### src/rtl/rr_arbiter_4.sv
// Round-robin arbiter for four requesters with registered one-hot and binary grant.
// Latency: one cycle from sampled request to visible grant; handover has no gap cycle.
// Backpressure: an owner is pre-empted after MAX_HOLD cycles when others wait; en=0 drops the grant.
//
// Ports:
//   clk, rst_n    rising-edge clock, asynchronous active-low reset
//   en            arbiter enable; low clears the grant and blocks new grants
//   req[3:0]      level-sensitive requests, bit i is requester i
//   gnt[3:0]      registered one-hot grant (0 when idle)
//   gnt_idx[1:0]  binary index of the granted bit (0 when idle)
//   gnt_valid     high exactly when gnt != 0
module rr_arbiter_4 #(
    parameter int MAX_HOLD = 8
) (
    input  logic       clk,
    input  logic       rst_n,
    input  logic       en,
    input  logic [3:0] req,
    output logic [3:0] gnt,
    output logic [1:0] gnt_idx,
    output logic       gnt_valid
);

    typedef enum logic {
        IDLE  = 1'b0,
        GRANT = 1'b1
    } state_t;

    localparam logic [7:0] HOLD_LAST = 8'(MAX_HOLD - 1);

    state_t     state;
    logic [1:0] ptr;
    logic [7:0] hold_cnt;

    // {found, index} of the first requester at or after p, optionally skipping one index.
    function automatic logic [2:0] search(
        input logic [3:0] r,
        input logic [1:0] p,
        input logic       excl_en,
        input logic [1:0] excl
    );
        logic [2:0] result;
        logic [1:0] idx;
        result = 3'b000;
        // Walk from the farthest offset back to ptr so the closest match is written last.
        for (int k = 3; k >= 0; k--) begin
            idx = p + 2'(k);
            if (r[idx] && !(excl_en && (idx == excl))) begin
                result = {1'b1, idx};
            end
        end
        return result;
    endfunction

    logic [2:0] win_all;
    logic [2:0] win_excl;

    always_comb begin
        win_all  = search(req, ptr, 1'b0, 2'b00);
        // The current owner is gnt_idx; excluding it also tells us whether anyone else waits.
        win_excl = search(req, ptr, 1'b1, gnt_idx);
    end

    always_ff @(posedge clk or negedge rst_n) begin
        if (!rst_n) begin
            state     <= IDLE;
            ptr       <= 2'd0;
            hold_cnt  <= 8'd0;
            gnt       <= 4'b0000;
            gnt_idx   <= 2'd0;
            gnt_valid <= 1'b0;
        end else begin
            case (state)
                IDLE: begin
                    if (en && win_all[2]) begin
                        state     <= GRANT;
                        gnt       <= 4'b0001 << win_all[1:0];
                        gnt_idx   <= win_all[1:0];
                        gnt_valid <= 1'b1;
                        ptr       <= win_all[1:0] + 2'd1;
                        hold_cnt  <= 8'd0;
                    end
                end
                GRANT: begin
                    if (!en) begin
                        state     <= IDLE;
                        gnt       <= 4'b0000;
                        gnt_idx   <= 2'd0;
                        gnt_valid <= 1'b0;
                    end else if (!req[gnt_idx]) begin
                        if (win_excl[2]) begin
                            gnt      <= 4'b0001 << win_excl[1:0];
                            gnt_idx  <= win_excl[1:0];
                            ptr      <= win_excl[1:0] + 2'd1;
                            hold_cnt <= 8'd0;
                        end else begin
                            state     <= IDLE;
                            gnt       <= 4'b0000;
                            gnt_idx   <= 2'd0;
                            gnt_valid <= 1'b0;
                        end
                    end else if ((hold_cnt == HOLD_LAST) && win_excl[2]) begin
                        gnt      <= 4'b0001 << win_excl[1:0];
                        gnt_idx  <= win_excl[1:0];
                        ptr      <= win_excl[1:0] + 2'd1;
                        hold_cnt <= 8'd0;
                    end else if (hold_cnt != HOLD_LAST) begin
                        // Saturate so a lone owner is pre-empted the moment a rival appears.
                        hold_cnt <= hold_cnt + 8'd1;
                    end
                end
                default: state <= IDLE;
            endcase
        end
    end

endmodule
### config.mk
export PLATFORM = sky130hd
export DESIGN_NAME = rr_arbiter_4
export DESIGN_NICKNAME = d
export VERILOG_FILES = /design/src/rtl/rr_arbiter_4.sv
export SDC_FILE = /design/constraint.sdc
export NUM_CORES = 1
export LEC_CHECK = 0
export CAP_MARGIN = 20
export CORE_AREA = 2 2 56 58
export DETAILED_ROUTE_END_ITERATION = 16
export DIE_AREA = 0 0 58 60
export HOLD_SLACK_MARGIN = 0.05
export PLACE_DENSITY = 0.78
export SKIP_CTS_REPAIR_TIMING = 1
export SLEW_MARGIN = 20
export SYNTH_ARGS = -nofsm -noshare
export SYNTH_HDL_FRONTEND = slang
export SYNTH_SLANG_ARGS = --single-unit
### constraint.sdc
create_clock -name clk -period 2.4 [get_ports clk]
set_input_delay 0.24 -clock clk [delete_from_list [all_inputs] [get_ports clk]]
set_output_delay 0.24 -clock clk [all_outputs]
set_load 0.01 [all_outputs]
==> flow_summary_export.csv <==
group,metric,value,unit
run_status,status,"completed",
power,vdd_drop_max,0.000495,V
global_route,grt_pass1_wl,5.13,mm
sta,worst_pin_slew,0.791,ns
critical_path,cpMaxStageDelayCell,"or4_1",
critical_path,arrival,2.47,ns
detailed_routing,dr.pass1.iters,4,
synth,synth-seq-area-share,0.331,
detailed_routing,drt_iter0_markers,69,
synth,syn_area_per_cell,9.02,um2
die,start_util,0.469,
global_route,grt_max_degree,19,
detailed_routing,antenna_left,0,
critical_path,max_stage_delay,0.49,ns
detailed_routing,route.detailed.drc,0,
critical_path,critical_path_class,"reg -> reg",
clocking,cts_root_buf,"clkbuf_4",
synth,syn_nets,159,
power,p_leak,0.658,nW
detailed_routing,vias_per_cell,6.10,
synth,syn_area,1360,um2
place,hpwl,2.27,mm
sta,finalCritPeriodShare,0.946,
sta,fin_tns_setup,0,ns
synth,synth.area.top_cells,"dfrtp_1, clkbuf_8, nor2_1",
clocking,cts_tree,"yes",
synth,synth_top_area_frac,0.331,
die,io-pin-count,14,
cells_and_area,drive_gt1_frac,0.173,
sta,fmax,440,MHz
synth,synth_edf_count,0,
global_route,antenna_found_initial,0,
detailed_routing,routedWlPerCell,14.5,um
clocking,clock_sinks,18,
synth,synth_ff_type,"dfrtp_1",
place,port_buffers,13,
cells_and_area,ff_latch_area,450,um2
critical_path,worstSetupStartpointType,"register",
power,pwr_density_cell,845,nW/um2
sta,drv_slew,0,
critical_path,crit_path_max_fanout,6,
cells_and_area,diodes,0,
die,die_h,60,um
die,num_rows,20,
critical_path,crit_chain,"or4_1 -> or3_4 -> a2111o_1 -> nand2_4 -> mux2_4",
synth,synth_cells,151,
global_route,first_global_vias,1168,
critical_path,endpoint_kind,"register",
clocking,path_clk_slew,0.10,ns
sta,fin_crit,2.27,ns
place,dp.cells,202,
cells_and_area,nFillCells,270,
flow_run,max_cap_violations,0,
global_route,grt_overflow,0,
synth,ys_ff_latch,18,
sta,finalHoldViolCount,0,
synth,synthArstFlopShare,1.00,
cells_and_area,layout.nets,182,
sta,setup_viol,0,
sta,rsz0062_at_grt,"false",
synth,netlist_top_cells_count,"dfrtp_1, nor2_1, nand2_1",
detailed_routing,routed_wl,2.98,mm
synth,synth_cell_types,56,
die,core,2900,um2
synth,synth_top_area_cell,"dfrtp_1",
detailed_routing,via_count,1256,
cells_and_area,multi_input_area,805,um2
die,die_x,58,um
worst_hold_path,hp-class,"in -> async",
die,dieArea,3480,um2
clocking,clk_latency,0.31,ns
critical_path,crit_buf_inv,0,
critical_path,crit_family,"simple AND/OR/NAND/NOR gates",
cells_and_area,syn_to_final_growth,16.3,%
synth,ys_warn_count,0,
critical_path,required,2.60,ns
clocking,cts_max_level,1,
cells_and_area,final_cell_count_no_fill,206,
sta,max_slew_margin,0.471,
place,gp_congestion,1.04,
global_route,grtUsageTotal,0.192,
sta,skew,0.00340,ns
clocking,cts_buffers,3,
clocking,clockBufferDepth,2,
-- flip-flops by register name, summed over array words and instances, names as in the netlist --
signal and cells:
ptr 2, gnt_idx 2, state 1, hold_cnt 8
gnt 4, gnt_valid 1
-- final cells by class --
class / count / area share
multi-input combinational: 119 / 0.508
timing repair buffer: 26 / 0.144
inverter: 6 / 0.0142
tap: 33 / 0.0261
sequential: 18 / 0.285
clock buffer: 4 / 0.0229
-- metrics by stage --
stage / worst slack, ns / total power [mW] / utilization / hold WS, ns / cell area [um2]
2_1_floorplan: 0.152 / 0.934 / - / -0.0556 / 1360
3_3_place_gp: 0.0873 / 1.12 / 0.532 / 0.482 / 1550
3_5_place_dp: 0.0540 / 1.14 / 0.532 / 0.523 / 1550
4_1_cts: 0.139 / 1.34 / 0.545 / 0.415 / 1580
5_1_grt: 0.0717 / 1.43 / 0.545 / 0.488 / 1580
6_report: 0.129 / 1.34 / 0.545 / 0.385 / 1580
-- power breakdown --
group / switching, mW / internal [mW]
combinational: 0.344 / 0.344
clock: 0.0978 / 0.0928
sequential: 0.0907 / 0.367
-- worst paths after layout --
kind / start / to / slack, ns / cells past startpoint
max: hold_cnt[3]$_DFFE_PN0P_ / ptr[0]$_DFFE_PN0P_ / 0.13 / 5
min: rst_n / ptr[0]$_DFFE_PN0P_ / 0.38 / 1
max reg2reg: hold_cnt[3]$_DFFE_PN0P_ / ptr[0]$_DFFE_PN0P_ / 0.13 / 5
min reg2reg: gnt_valid$_DFFE_PN0P_ / gnt_valid$_DFFE_PN0P_ / 0.54 / 2
max in group asynchronous: rst_n / hold_cnt[6]$_DFFE_PN0P_ / 1.53 / 1
min in group clk: gnt_valid$_DFFE_PN0P_ / gnt_valid$_DFFE_PN0P_ / 0.54 / 2
-- layer usage --
metal,wire (um),GRT usage
met5,0,0
met4,95,0.120
met3,145,0.0152
met2,1310,0.292
met1,1430,0.264
-- placed cells by master, fill, tap and decap left out, types with 2 or more instances in the layout --
master	instances
nor2_1	18
dfrtp_1	18
clkdlybuf4s50_1	13
buf_4	13
nand2_1	10
nand3_1	8
o21ai_0	8
a21oi_1	7
inv_1	6
nor2b_1	4
nand2b_1	4
a31oi_1	4
xor2_1	4
a32oi_1	3
clkbuf_4	3
or4_1	2
nor3_1	2
a21boi_0	2
and2_1	2
and3_1	2
o221ai_1	2
o31ai_1	2
nand3b_1	2
xnor2_1	2
-- cell families (layout without fill, tap and decap cells) --
family | after synthesis | after routing | share of synthesized area
flip-flops | 18 | 18 | 0.331
AND/OR/NAND/NOR | 65 | 65 | 0.267
AO/OA/AOI/OAI | 44 | 44 | 0.239
adder cells (fa/ha/maj) | 1 | 1 | 0.00919
XOR/XNOR | 6 | 6 | 0.0386
multiplexers | 3 | 3 | 0.0368
buffers and inverters | 14 | 36 | 0.0790
Power figures use the tool's default switching activity.
